<file path="config.mk">
export PLATFORM = sky130hd
export DESIGN_NAME = tanh_interp
export DESIGN_NICKNAME = d
export VERILOG_FILES = /design/src/rtl/tanh_pkg.sv /design/src/rtl/tanh_lerp.sv /design/src/rtl/tanh_interp.sv
export SDC_FILE = /design/constraint.sdc
export NUM_CORES = 1
export LEC_CHECK = 0
export CELL_PAD_IN_SITES_DETAIL_PLACEMENT = 1
export CELL_PAD_IN_SITES_GLOBAL_PLACEMENT = 1
export CORE_ASPECT_RATIO = 1.25
export CORE_MARGIN = 5
export CORE_UTILIZATION = 39
export DETAILED_ROUTE_END_ITERATION = 10
export GPL_ROUTABILITY_DRIVEN = 1
export PLACE_DENSITY = 0.77
export SLEW_MARGIN = 30
export SYNTH_ARGS = -nofsm -noshare
export SYNTH_HDL_FRONTEND = slang
export SYNTH_HIERARCHICAL = 1
export SYNTH_SLANG_ARGS = --single-unit
export TNS_END_PERCENT = 10
</file>
<file path="constraint.sdc">
create_clock -name clk -period 7.06 [get_ports clk]
set_clock_uncertainty 0.15 [all_clocks]
set_input_delay 1.412 -clock clk [delete_from_list [all_inputs] [get_ports clk]]
set_output_delay 1.412 -clock clk [all_outputs]
set_load 0.05 [all_outputs]
</file>
<file path="src/rtl/tanh_pkg.sv">
// Shared widths, sample/data types and saturation bounds for the tanh interpolator.
// Rounding mode is selected in tanh_lerp via TANH_INTERP_ROUND_EN.
package tanh_pkg;

  localparam int ADDR_W = 4;
  localparam int FRAC_W = 4;
  localparam int DATA_W = 8;
  localparam int X_W    = ADDR_W + FRAC_W;
  localparam int PROD_W = DATA_W + FRAC_W + 2;

  // Address occupies the upper bits of the sample, fraction the lower bits.
  typedef struct packed {
    logic [ADDR_W-1:0] addr;
    logic [FRAC_W-1:0] frac;
  } tanh_sample_t;

  typedef logic signed [DATA_W-1:0] tanh_data_t;

  localparam int SAT_MAX = 2 ** (DATA_W - 1) - 1;
  localparam int SAT_MIN = -(2 ** (DATA_W - 1));

endpackage

</file>
<file path="src/rtl/tanh_lerp.sv">
// Combinational linear interpolation between two signed LUT entries, saturated to DATA_W.
// Define TANH_INTERP_ROUND_EN for round-half-up; default build floors the scaled product.
module tanh_lerp
  import tanh_pkg::*;
(
  input  logic [DATA_W-1:0] base_i,
  input  logic [DATA_W-1:0] next_i,
  input  logic [FRAC_W-1:0] frac_i,
  output logic [DATA_W-1:0] y_o
);

  localparam int SUM_W = PROD_W + 1;
  localparam logic signed [SUM_W-1:0] SUM_MAX = SUM_W'(SAT_MAX);
  localparam logic signed [SUM_W-1:0] SUM_MIN = SUM_W'(SAT_MIN);

  logic signed [DATA_W:0]   diff_s;
  logic signed [PROD_W-1:0] diff_ext;
  logic signed [PROD_W-1:0] frac_ext;
  logic signed [PROD_W-1:0] prod_s;
  logic signed [PROD_W-1:0] prod_adj;
  logic signed [PROD_W-1:0] shift_s;
  logic signed [SUM_W-1:0]  sum_s;

  assign diff_s   = {next_i[DATA_W-1], next_i} - {base_i[DATA_W-1], base_i};
  assign diff_ext = {{(PROD_W-DATA_W-1){diff_s[DATA_W]}}, diff_s};
  // Fraction is unsigned: zero-extend so the product stays signed on diff alone.
  assign frac_ext = {{(PROD_W-FRAC_W){1'b0}}, frac_i};
  assign prod_s   = diff_ext * frac_ext;

`ifdef TANH_INTERP_ROUND_EN
  localparam logic signed [PROD_W-1:0] HALF_LSB = PROD_W'(2 ** (FRAC_W - 1));
  assign prod_adj = prod_s + HALF_LSB;
`else
  assign prod_adj = prod_s;
`endif

  assign shift_s = prod_adj >>> FRAC_W;
  assign sum_s   = {{(SUM_W-DATA_W){base_i[DATA_W-1]}}, base_i} +
                   {shift_s[PROD_W-1], shift_s};

  always_comb begin
    y_o = sum_s[DATA_W-1:0];
    if (sum_s > SUM_MAX) begin
      y_o = DATA_W'(SAT_MAX);
    end else if (sum_s < SUM_MIN) begin
      y_o = DATA_W'(SAT_MIN);
    end
  end

endmodule

</file>
<file path="src/rtl/tanh_interp.sv">
// Two-stage valid/ready pipeline: S1 holds the sample and addresses the external LUT,
// S2 registers the interpolated tanh. Rounding selected by TANH_INTERP_ROUND_EN (see tanh_lerp).
module tanh_interp
  import tanh_pkg::*;
(
  input  logic              clk,
  input  logic              rst,
  input  logic              in_valid,
  output logic              in_ready,
  input  logic [X_W-1:0]    in_x,
  output logic [ADDR_W-1:0] lut_address,
  input  logic [DATA_W-1:0] lut_base,
  input  logic [DATA_W-1:0] lut_next,
  output logic              out_valid,
  input  logic              out_ready,
  output logic [DATA_W-1:0] out_y
);

  tanh_sample_t s1_x_q, s1_x_d;
  logic         s1_valid_q, s1_valid_d;
  logic         out_valid_q, out_valid_d;
  tanh_data_t   out_y_q, out_y_d;
  tanh_data_t   lerp_y;
  logic         stall;
  logic         accept;

  assign stall       = out_valid_q && !out_ready;
  // An empty S1 may still fill while S2 is stalled.
  assign in_ready    = !(s1_valid_q && stall);
  assign accept      = in_valid && in_ready;
  assign lut_address = s1_x_q.addr;

  tanh_lerp u_lerp (
    .base_i (lut_base),
    .next_i (lut_next),
    .frac_i (s1_x_q.frac),
    .y_o    (lerp_y)
  );

  always_comb begin
    s1_x_d      = s1_x_q;
    s1_valid_d  = s1_valid_q;
    out_valid_d = out_valid_q;
    out_y_d     = out_y_q;
    if (accept) begin
      s1_x_d     = tanh_sample_t'(in_x);
      s1_valid_d = 1'b1;
    end else if (!stall) begin
      s1_valid_d = 1'b0;
    end
    if (!stall) begin
      out_valid_d = s1_valid_q;
      if (s1_valid_q) begin
        out_y_d = lerp_y;
      end
    end
  end

  always_ff @(posedge clk) begin
    if (rst) begin
      s1_x_q      <= '0;
      s1_valid_q  <= 1'b0;
      out_valid_q <= 1'b0;
      out_y_q     <= '0;
    end else begin
      s1_x_q      <= s1_x_d;
      s1_valid_q  <= s1_valid_d;
      out_valid_q <= out_valid_d;
      out_y_q     <= out_y_d;
    end
  end

  assign out_valid = out_valid_q;
  assign out_y     = out_y_q;

endmodule
</file>
==> metrics.txt, run 1 <==
# TYPE chip_impl_metric gauge
chip_impl_metric{name="flow.area_growth_from_synthesis",unit="%"} 59.25
chip_impl_metric{name="tritoncts_num_sinks",unit=""} 18
chip_impl_metric{name="ff_latch_area",unit="µm²"} 360.3
chip_impl_metric{name="timing_worst_slew_pin_value",unit="ns"} 0.8458
chip_impl_metric{name="max-slew-margin-rel",unit="%"} 43.44
chip_impl_info{name="status",value="complete, but fails checks"} 1
chip_impl_metric{name="grt_pass1_vias",unit=""} 3523
chip_impl_metric{name="seq_area_frac_synth",unit="%"} 11.63
chip_impl_metric{name="design_area",unit="mm²"} 0.004933
chip_impl_info{name="ys_top_cells_by_area",value="ha_1 (17%), fa_1 (13%), dfxtp_1 (12%), inv_1 (6.5%), nand2b_1 (4.8%)"} 1
chip_impl_metric{name="post_dp_cell_area",unit="mm²"} 0.004078
chip_impl_metric{name="clk_transition_reported_paths",unit="ns"} 0.07
chip_impl_metric{name="synthesis.nets",unit=""} 449
chip_impl_metric{name="clock_tree.htree_level_count",unit=""} 1
chip_impl_metric{name="total_power_consumption",unit="mW"} 1.004
chip_impl_metric{name="drt_iter0_drc",unit=""} 124
chip_impl_metric{name="finalWorstPathRequiredPeriod",unit="ns"} 7.561
chip_impl_metric{name="initial_core_util",unit="%"} 39.76
chip_impl_metric{name="vias_per_cell",unit=""} 5.544
chip_impl_metric{name="cts-root-to-sink-buffers",unit=""} 2
chip_impl_metric{name="timing_max_transition_violations_final",unit=""} 0
chip_impl_metric{name="synth_enable_flop_cells",unit=""} 0
chip_impl_metric{name="synth-seq-cells",unit=""} 18
chip_impl_metric{name="layout_filler_cell_count",unit=""} 857
chip_impl_metric{name="layout-drive-gt1-share",unit="%"} 41.49
chip_impl_metric{name="yosysWarningCount",unit=""} 6
chip_impl_metric{name="first_pass_grt_wire_length",unit="µm"} 17160
chip_impl_metric{name="count_of_mapped_cells_out_of_synthesis",unit=""} 358
chip_impl_metric{name="floorplan.die.height",unit="µm"} 109.6
chip_impl_metric{name="antenna_left",unit=""} 0
chip_impl_metric{name="route.detailed.wl_per_inst",unit="µm"} 23.54
chip_impl_metric{name="remaining_design_rule_violation_count",unit=""} 0
chip_impl_metric{name="firstDrtPassIters",unit=""} 4
chip_impl_metric{name="period_share",unit="%"} 107.1
chip_impl_metric{name="area_occupied_by_multi_input_gates",unit="mm²"} 0.003068
chip_impl_info{name="clock_tree.root_cell",value="clkbuf_8"} 1
chip_impl_metric{name="critical_path_required",unit="ns"} 7.08
chip_impl_metric{name="estimated_wirelength_of_the_detail_placed_design",unit="µm"} 7274
chip_impl_metric{name="synthesis.area",unit="mm²"} 0.003098
chip_impl_metric{name="antenna_found_initial",unit=""} 0
chip_impl_metric{name="grt.total_usage",unit="%"} 21.59
chip_impl_metric{name="crit_arrival",unit="ns"} 7.58
chip_impl_info{name="endpoint_kind",value="register"} 1
chip_impl_metric{name="n_antenna_cell",unit=""} 0
chip_impl_metric{name="core_region_area",unit="mm²"} 0.007792
chip_impl_metric{name="route.vias.total",unit=""} 3199
chip_impl_metric{name="grt_max_degree",unit=""} 27
chip_impl_metric{name="totalNegativeSetupSlack",unit="ns"} -2.957
chip_impl_metric{name="stdcell_count",unit=""} 577
chip_impl_metric{name="postSynthAreaPerCell",unit="µm²"} 8.654
chip_impl_metric{name="globalRoute.totalOverflow",unit=""} 0
chip_impl_metric{name="dpl.cell_count",unit=""} 552
chip_impl_info{name="yosys_most_used_dff",value="dfxtp_1"} 1
chip_impl_metric{name="cap_viol_max_count",unit=""} 0
chip_impl_info{name="synth.cells.most_frequent",value="inv_1 (54), ha_1 (43), nand2b_1 (24)"} 1
chip_impl_metric{name="worstSkewPairLatency",unit="ns"} 0.26
chip_impl_metric{name="yosys.cell_types.count",unit=""} 58
chip_impl_metric{name="tritoncts_buffers",unit=""} 3
chip_impl_metric{name="pwr_density_cell",unit="mW/mm²"} 203.6
chip_impl_metric{name="post-place-ws",unit="ns"} -1.268
chip_impl_info{name="min-delay-path-class",value="reg -> reg"} 1
chip_impl_metric{name="synth_largest_type_area_fraction",unit="%"} 17.37
chip_impl_info{name="setup.worst_path.class",value="in -> reg"} 1
chip_impl_metric{name="io_buffers",unit=""} 41
chip_impl_metric{name="ir_drop",unit="V"} 0.0001518
chip_impl_metric{name="worstPathMaxFanout",unit=""} 5
chip_impl_metric{name="floorplan.io_pins",unit=""} 42
chip_impl_metric{name="globalplace.congestion",unit=""} 0.8549
chip_impl_metric{name="fin_worst_hold_slack",unit="ns"} 0.3318
chip_impl_info{name="failed_checks",value="negative setup slack"} 1
chip_impl_info{name="count_leader_synth",value="inv_1"} 1
chip_impl_info{name="yosysTopAreaCell",value="ha_1"} 1
chip_impl_info{name="grt_setup_unrepaired",value="yes"} 1
chip_impl_metric{name="die-area",unit="mm²"} 0.009837
chip_impl_metric{name="report.final.setup_viol",unit=""} 8
chip_impl_info{name="cts_tree",value="done"} 1
chip_impl_metric{name="finalWorstSetupSlack",unit="ns"} -0.5013
chip_impl_metric{name="maxClockFrequency",unit="GHz"} 0.1323
chip_impl_metric{name="report.final.hold_viol_count",unit=""} 0
chip_impl_metric{name="ys_async_sr_fraction",unit="%"} 0
chip_impl_metric{name="postRouteWirelength",unit="µm"} 13590
chip_impl_metric{name="final_core_util",unit="%"} 63.31
chip_impl_metric{name="std_cell_rows",unit=""} 36
chip_impl_info{name="setup.worst_path.start_class",value="primary input"} 1
chip_impl_metric{name="die_width",unit="µm"} 89.72
chip_impl_metric{name="total_leakage_power",unit="nW"} 2.254
chip_impl_metric{name="nets_finish",unit=""} 574
## placed cells by master, fill, tap and decap left out, types with 11 or more instances in the layout
master / n
buf_4: 84
inv_1: 44
clkdlybuf4s50_1: 31
nand2b_1: 24
ha_1: 22
ha_4: 19
dfxtp_1: 18
fa_1: 17
a21oi_1: 15
mux2i_1: 11
## cells by family after synthesis
kind of cell	share of synthesized area, %
multiplexers	4.241
XOR/XNOR	6.099
AND/OR/NAND/NOR	18.78
AO/OA/AOI/OAI	19.99
buffers and inverters	8.966
flip-flops	11.63
adder cells (fa/ha/maj)	30.29
## final cells by class
type	count	area share (%)
multi-input cells	275	62.19
well taps	95	2.409
repair buffers	131	22.83
clock buffers	4	1.116
flip-flops and latches	18	7.304
inverters	54	4.159
## metal layers
metal / GRT usage (%) / wire (µm)
met2: 44.61 / 7435
met3: 2.806 / 367
met1: 21.45 / 5268
met4: 8.531 / 514
met5: 0 / 0
## power breakdown
group	switching, mW	internal, mW	leakage, nW
clock network	0.0372	0.0496	0.0288
logic	0.422	0.372	2.08
registers	0.0117	0.112	0.148
## state kept, by name (all words and copies together), names as in the netlist
signal,flops
out_valid,1
s1_valid_q,1
s1_x_q,4
out_y,8
lut_address,4
## timing repair
item | 4_1_cts | 5_1_grt
hold buffers | 0 | 0
buffers inserted | 8 | 14
gates resized for setup | 41 | 98
setup endpoints to repair | 8 | 8
pin swaps | 23 | 62
## final timing paths
path / to / startpoint / slack, ns / cells after the start
worst max-delay path: out_y[6] / lut_next[0] / -0.50 / 28
worst min-delay path: out_y[5] / out_y[5] / 0.33 / 2
worst max register to register: out_y[6] / s1_x_q[3] / 0.80 / 23
worst min register to register: out_y[5] / out_y[5] / 0.33 / 2
## critical path: stages
cell and delay [ns]:
buf_8 0.10, inv_4 0.05, ha_4 0.14, fa_2 0.23
buf_6 0.11, nor2b_4 0.03, o31a_1 0.30, o311ai_4 0.34
a21boi_2 0.25, buf_4 0.14, and2_1 0.19, ha_4 0.24
fa_2 0.60, fa_2 0.46, ha_4 0.19, a21oi_4 0.21
o21bai_4 0.10, a21oi_2 0.22, o21ai_2 0.09, xnor2_1 0.23
ha_1 0.32, and3_4 0.20, a311oi_4 0.41, xnor2_4 0.24
a31oi_4 0.21, o21ai_2 0.21, nand3_1 0.16, a21oi_2 0.18
No activity file was read; power rests on OpenSTA's default activity.
==> run 2: changes to the inputs <==
Settings changed: ABC_CLOCK_PERIOD_IN_PS set to 7060, CTS_CLUSTER_DIAMETER set to 30, REMOVE_ABC_BUFFERS set to 1.
==> metrics.txt, run 2 (synthesis gave the netlist of run 1 again) <==
# TYPE chip_impl_metric gauge
chip_impl_metric{name="report.final.setup_viol",unit=""} 8
chip_impl_metric{name="grt_max_degree",unit=""} 27
chip_impl_metric{name="fin_worst_hold_slack",unit="ns"} 0.3344
chip_impl_metric{name="die-area",unit="mm²"} 0.009837
chip_impl_metric{name="share_seq_of_total_power",unit="%"} 12.4
chip_impl_metric{name="worstPathMaxFanout",unit=""} 5
chip_impl_metric{name="grt_pass1_vias",unit=""} 3360
chip_impl_info{name="min-delay-path-class",value="reg -> reg"} 1
chip_impl_metric{name="layout_filler_cell_count",unit=""} 846
chip_impl_metric{name="antenna_found_initial",unit=""} 0
chip_impl_metric{name="flip_flop_count_of_the_largest_register_all_copies_and_words_added",unit=""} 8
chip_impl_metric{name="firstDrtPassIters",unit=""} 4
chip_impl_metric{name="postRouteWirelength",unit="µm"} 13340
chip_impl_metric{name="floorplan.die.height",unit="µm"} 109.6
chip_impl_metric{name="finalWorstPathRequiredPeriod",unit="ns"} 7.381
chip_impl_info{name="clock_tree.root_cell",value="clkbuf_8"} 1
chip_impl_metric{name="std_cell_rows",unit=""} 36
chip_impl_metric{name="design_area",unit="mm²"} 0.004960
chip_impl_info{name="setup.worst_path.class",value="in -> reg"} 1
chip_impl_info{name="status",value="complete, but fails checks"} 1
chip_impl_metric{name="flow.area_growth_from_synthesis",unit="%"} 60.10
chip_impl_metric{name="worstSkewPairLatency",unit="ns"} 0.26
chip_impl_metric{name="critical_path_required",unit="ns"} 7.02
chip_impl_metric{name="route.vias.total",unit=""} 3207
chip_impl_metric{name="remaining_design_rule_violation_count",unit=""} 0
chip_impl_metric{name="timing_max_transition_violations_final",unit=""} 0
chip_impl_info{name="most_common_cell_after_layout_fill_and_taps_aside",value="buf_4"} 1
chip_impl_metric{name="stdcell_count",unit=""} 572
chip_impl_metric{name="comb_power_share",unit="%"} 80.3
chip_impl_metric{name="post-place-ws",unit="ns"} -1.081
chip_impl_info{name="leading_cell_types_in_the_layout_fill_and_taps_excluded",value="buf_4 (78), inv_1 (37), clkdlybuf4s50_1 (30)"} 1
chip_impl_info{name="failed_checks",value="negative setup slack"} 1
chip_impl_metric{name="timing_worst_slew_pin_value",unit="ns"} 0.8377
chip_impl_metric{name="maxClockFrequency",unit="GHz"} 0.1355
chip_impl_info{name="grt_setup_unrepaired",value="yes"} 1
chip_impl_metric{name="core_region_area",unit="mm²"} 0.007792
chip_impl_metric{name="clock_tree.htree_level_count",unit=""} 1
chip_impl_metric{name="n_antenna_cell",unit=""} 0
chip_impl_metric{name="pwr_density_cell",unit="mW/mm²"} 202.4
chip_impl_metric{name="layout-drive-gt1-share",unit="%"} 43.40
chip_impl_metric{name="tritoncts_num_sinks",unit=""} 18
chip_impl_metric{name="crit_arrival",unit="ns"} 7.35
chip_impl_metric{name="globalplace.congestion",unit=""} 0.7725
chip_impl_info{name="cts_tree",value="done"} 1
chip_impl_metric{name="globalRoute.totalOverflow",unit=""} 0
chip_impl_metric{name="cts-root-to-sink-buffers",unit=""} 2
chip_impl_metric{name="p_sw_share",unit="%"} 47.48
chip_impl_metric{name="post_cts_hold_buffer_count",unit=""} 0
chip_impl_metric{name="clk_transition_reported_paths",unit="ns"} 0.07
chip_impl_metric{name="grt.total_usage",unit="%"} 20.02
chip_impl_metric{name="report.final.hold_viol_count",unit=""} 0
chip_impl_metric{name="initial_core_util",unit="%"} 39.76
chip_impl_metric{name="drt_iter0_drc",unit=""} 119
chip_impl_metric{name="area_occupied_by_multi_input_gates",unit="mm²"} 0.003124
chip_impl_metric{name="internal-power",unit="mW"} 0.5274
chip_impl_metric{name="nets_finish",unit=""} 570
chip_impl_metric{name="estimated_wirelength_of_the_detail_placed_design",unit="µm"} 7290
chip_impl_metric{name="power.net_switching",unit="mW"} 0.4767
chip_impl_metric{name="tritoncts_buffers",unit=""} 3
chip_impl_info{name="setup.worst_path.start_class",value="primary input"} 1
chip_impl_metric{name="vias_per_cell",unit=""} 5.607
chip_impl_metric{name="period_share",unit="%"} 104.6
chip_impl_metric{name="ir_drop",unit="V"} 0.0001396
chip_impl_metric{name="totalNegativeSetupSlack",unit="ns"} -1.842
chip_impl_metric{name="first_pass_grt_wire_length",unit="µm"} 16020
chip_impl_info{name="endpoint_kind",value="register"} 1
chip_impl_metric{name="post_dp_cell_area",unit="mm²"} 0.004055
chip_impl_metric{name="floorplan.io_pins",unit=""} 42
chip_impl_metric{name="ff_latch_area",unit="µm²"} 360.3
chip_impl_metric{name="share_clk_of_total_power",unit="%"} 7.3
chip_impl_metric{name="max-slew-margin-rel",unit="%"} 43.98
chip_impl_metric{name="io_buffers",unit=""} 41
chip_impl_metric{name="dpl.cell_count",unit=""} 550
chip_impl_metric{name="cap_viol_max_count",unit=""} 0
chip_impl_metric{name="route.detailed.wl_per_inst",unit="µm"} 23.32
chip_impl_metric{name="antenna_left",unit=""} 0
chip_impl_metric{name="total_leakage_power",unit="nW"} 2.240
chip_impl_metric{name="finalWorstSetupSlack",unit="ns"} -0.3213
chip_impl_metric{name="die_width",unit="µm"} 89.72
run 2: cell count changes in the layout (fill, tap and decap cells not counted), sizes merged:
cell	delta
buf	-4
clkbuf	-2
dlymetal6s2s	+2
clkdlybuf4s50	-1
run 2: final timing paths:
check / startpoint / end / slack, ns / cells past startpoint
worst min-delay path: lut_address[0] / lut_address[0] / 0.33 / 2
worst min register to register: lut_address[0] / lut_address[0] / 0.33 / 2
worst max-delay path: lut_base[2] / out_y[5] / -0.32 / 28
worst max register to register: s1_x_q[2] / out_y[5] / 1.03 / 24
run 2: metal layers:
metal / wire, µm / share of wire [%] / GRT usage (%) / vias up
met3: 433 / 3.2 / 1.848 / 61
li1: - / - / - / 1446
met4: 774 / 5.8 / 7.019 / 0
met5: 0 / 0 / 0 / -
met2: 7276 / 55 / 41.32 / 106
met1: 4852 / 36 / 20.73 / 1594
run 2: per-stage QoR:
stage,util [%],power (mW)
6_report,63.65,1.004
5_1_grt,63.65,1.052
4_1_cts,55.96,0.8116
3_5_place_dp,52.04,0.6854
3_3_place_gp,52.04,0.6568
2_1_floorplan,-,0.4696
run 2: area by class of cell:
type	instances	area share, %
multi-input combinational	275	62.99
timing repair buffer	127	22.38
sequential	18	7.265
inverter	54	4.137
tap	95	2.397
clock buffer	3	0.8325
run 2: worst max-delay path, stage by stage:
cell and delay, ns:
dlymetal6s2s_1 0.15, inv_2 0.08, ha_4 0.20, nor2b_2 0.16, o31a_1 0.38, o311ai_4 0.30, buf_6 0.17, a31oi_4 0.11
nor2b_4 0.21, buf_6 0.13, ha_4 0.20, fa_1 0.53, inv_2 0.05, fa_1 0.52, inv_2 0.07, ha_4 0.28
nand4_1 0.17, o31a_1 0.38, xnor2_2 0.17, ha_1 0.34, a21oi_1 0.10, a221oi_2 0.25, mux2_4 0.37, buf_4 0.15
o31ai_4 0.10, o21ai_1 0.17, nand3_1 0.11, a21oi_1 0.07
run 2: power groups by stage:
| stage | logic [mW] | registers, mW | clock network (mW) |
|---|---|---|---|
| finish | 0.806 | 0.125 | 0.0732 |
| global route | 0.847 | 0.126 | 0.0795 |
| CTS | 0.614 | 0.123 | 0.0748 |
| detailed placement | 0.560 | 0.125 | 0 |
| global placement | 0.532 | 0.125 | 0 |
| floorplan | 0.318 | 0.152 | 0 |
run 2: what timing repair did:
action / CTS / global route
buffers inserted: 6 / 14
endpoints found under the setup margin: 8 / 8
gates resized for setup: 43 / 115
pin swaps: 30 / 73
==> run 3: changes to the inputs <==
Settings changed: ABC_CLOCK_PERIOD_IN_PS 7060 to 8200, CAP_MARGIN set to 10, CORE_UTILIZATION 39 to 43, PLACE_DENSITY 0.77 to 0.8.
Clock period 7.06 ns to 8.2 ns, I/O delays scaled along.
==> metrics.txt, run 3 (synthesis gave the netlist of run 1 again) <==
# TYPE chip_impl_metric gauge
chip_impl_metric{name="cap_viol_max_count",unit=""} 0
chip_impl_info{name="leading_cell_types_in_the_layout_fill_and_taps_excluded",value="inv_1 (54), ha_1 (42), clkdlybuf4s50_1 (41)"} 1
chip_impl_metric{name="postRouteWirelength",unit="µm"} 8658
chip_impl_metric{name="ir_drop",unit="V"} 0.0001068
chip_impl_metric{name="antenna_left",unit=""} 0
chip_impl_metric{name="worstPathMaxFanout",unit=""} 5
chip_impl_metric{name="critPathMaxStageDelay",unit="ns"} 0.53
chip_impl_metric{name="layout_filler_cell_count",unit=""} 839
chip_impl_metric{name="vias_per_cell",unit=""} 5.332
chip_impl_metric{name="flip_flop_count_of_the_largest_register_all_copies_and_words_added",unit=""} 8
chip_impl_metric{name="io_buffers",unit=""} 41
chip_impl_metric{name="timing_max_transition_violations_final",unit=""} 0
chip_impl_metric{name="finalWorstSetupSlack",unit="ns"} 0.2067
chip_impl_metric{name="globalRoute.totalOverflow",unit=""} 0
chip_impl_metric{name="nets_finish",unit=""} 511
chip_impl_metric{name="grt.total_usage",unit="%"} 18.47
chip_impl_metric{name="max-slew-margin-rel",unit="%"} 40.03
chip_impl_metric{name="cts-root-to-sink-buffers",unit=""} 2
chip_impl_metric{name="initial_core_util",unit="%"} 44.40
chip_impl_info{name="endpoint_kind",value="register"} 1
chip_impl_metric{name="totalNegativeSetupSlack",unit="ns"} 0
chip_impl_info{name="clock_tree.root_cell",value="clkbuf_8"} 1
chip_impl_metric{name="fin_worst_hold_slack",unit="ns"} 0.3253
chip_impl_metric{name="total_leakage_power",unit="nW"} 1.846
chip_impl_metric{name="post_dp_cell_area",unit="mm²"} 0.003726
chip_impl_metric{name="ff_latch_area",unit="µm²"} 360.3
chip_impl_info{name="most_common_cell_after_layout_fill_and_taps_aside",value="inv_1"} 1
chip_impl_metric{name="core_region_area",unit="mm²"} 0.006977
chip_impl_info{name="min-delay-path-class",value="reg -> reg"} 1
chip_impl_metric{name="floorplan.die.height",unit="µm"} 104.9
chip_impl_metric{name="die_width",unit="µm"} 85.92
chip_impl_metric{name="estimated_wirelength_of_the_detail_placed_design",unit="µm"} 6788
chip_impl_metric{name="grt_pass1_vias",unit=""} 2914
chip_impl_metric{name="die-area",unit="mm²"} 0.009013
chip_impl_metric{name="grt_max_degree",unit=""} 27
chip_impl_metric{name="post-place-ws",unit="ns"} -0.1947
chip_impl_metric{name="clock_tree.htree_level_count",unit=""} 1
chip_impl_info{name="status",value="finished clean"} 1
chip_impl_info{name="crit_top_cell",value="ha_1"} 1
chip_impl_metric{name="route.detailed.wl_per_inst",unit="µm"} 17.01
chip_impl_info{name="setup.worst_path.class",value="in -> reg"} 1
chip_impl_info{name="setup.worst_path.start_class",value="primary input"} 1
chip_impl_metric{name="drt_iter0_drc",unit=""} 73
chip_impl_metric{name="tritoncts_buffers",unit=""} 3
chip_impl_metric{name="design_area",unit="mm²"} 0.003986
chip_impl_metric{name="timing_worst_slew_pin_value",unit="ns"} 0.8967
chip_impl_metric{name="maxClockFrequency",unit="GHz"} 0.1251
chip_impl_metric{name="antenna_found_initial",unit=""} 0
chip_impl_metric{name="std_cell_rows",unit=""} 34
chip_impl_metric{name="dpl.cell_count",unit=""} 502
chip_impl_metric{name="pwr_density_cell",unit="mW/mm²"} 165.8
chip_impl_metric{name="critical_path_required",unit="ns"} 8.14
chip_impl_metric{name="area_occupied_by_multi_input_gates",unit="mm²"} 0.002643
chip_impl_metric{name="post_cts_hold_buffer_count",unit=""} 0
chip_impl_metric{name="clk_transition_reported_paths",unit="ns"} 0.07
chip_impl_metric{name="firstDrtPassIters",unit=""} 4
chip_impl_metric{name="floorplan.io_pins",unit=""} 42
chip_impl_metric{name="report.final.hold_viol_count",unit=""} 0
chip_impl_metric{name="finalWorstPathRequiredPeriod",unit="ns"} 7.993
chip_impl_metric{name="remaining_design_rule_violation_count",unit=""} 0
chip_impl_metric{name="worstSkewPairLatency",unit="ns"} 0.25
chip_impl_metric{name="flow.area_growth_from_synthesis",unit="%"} 28.68
chip_impl_metric{name="crit_arrival",unit="ns"} 7.94
chip_impl_metric{name="first_pass_grt_wire_length",unit="µm"} 13800
chip_impl_info{name="critical-path-slowest-cell",value="fa_1"} 1
chip_impl_metric{name="period_share",unit="%"} 97.48
chip_impl_metric{name="n_antenna_cell",unit=""} 0
chip_impl_metric{name="route.vias.total",unit=""} 2714
chip_impl_metric{name="globalplace.congestion",unit=""} 0.8292
chip_impl_info{name="cts_tree",value="done"} 1
chip_impl_metric{name="stdcell_count",unit=""} 509
chip_impl_metric{name="tritoncts_num_sinks",unit=""} 18
chip_impl_metric{name="layout-drive-gt1-share",unit="%"} 17.90
chip_impl_metric{name="report.final.setup_viol",unit=""} 0
==> run 3: changes by cell type in the layout (fill, tap and decap cells not counted), moves of 3 or more <==
cell / delta
o21ai_1: +5
xnor2_1: +4
dlymetal6s2s_1: -8
o21ai_2: -5
inv_2: -16
inv_1: +17
a21oi_4: -3
and2_1: +6
clkdlybuf4s50_1: +11
buf_4: -51
buf_6: -11
ha_1: +21
and2_4: -6
ha_4: -19
==> run 3: area by class of cell <==
| type | count | share of cell area (%) |
|---|---|---|
| multi-input combinational | 275 | 66.29 |
| timing repair buffer | 68 | 15.38 |
| sequential | 18 | 9.040 |
| inverter | 54 | 5.085 |
| tap | 90 | 2.825 |
| clock buffer | 4 | 1.381 |
==> run 3: power by group <==
part	switching (mW)	internal [mW]
combinational	0.272	0.210
sequential	0.00866	0.0966
clock	0.0306	0.0426
total	0.311	0.350
==> run 3: through the flow <==
stage	utilization (%)	total power, mW
final	57.14	0.6609
after global routing	57.14	0.7078
after CTS	54.20	0.6058
after detailed placement	53.41	0.5262
after global placement	53.41	0.5074
after floorplan	-	0.4044
==> run 3: per-layer routing <==
layer / GRT usage, % / wire [µm] / vias up
met2: 34.95 / 4774 / 43
met5: 0 / 0 / -
met4: 3.167 / 140 / 0
met1: 22.45 / 3526 / 1326
li1: - / - / 1337
met3: 1.654 / 218 / 8
==> run 3: what timing repair did <==
action | in CTS | in global routing
resized for setup | 0 | 39
buffers inserted | 0 | 3
endpoints found under the setup margin | 0 | 8
==> run 3: path summary, 6_finish.rpt <==
| kind | startpoint | to | slack, ns | cells after the start |
|---|---|---|---|---|
| hold / removal | lut_address[3] | lut_address[3] | 0.33 | 2 |
| setup reg to reg | s1_x_q[3] | out_y[0] | 2.36 | 23 |
| hold reg to reg | lut_address[3] | lut_address[3] | 0.33 | 2 |
| setup / recovery | lut_base[0] | out_y[0] | 0.21 | 29 |
==> run 3: critical path: cells and delay by family <==
kind	cells	cell delay [ns]
AO/OA/AOI/OAI	9	1.59
XOR/XNOR	2	0.33
adder cells (fa/ha/maj)	7	2.61
buffers and inverters	6	0.96
AND/OR/NAND/NOR	5	0.80
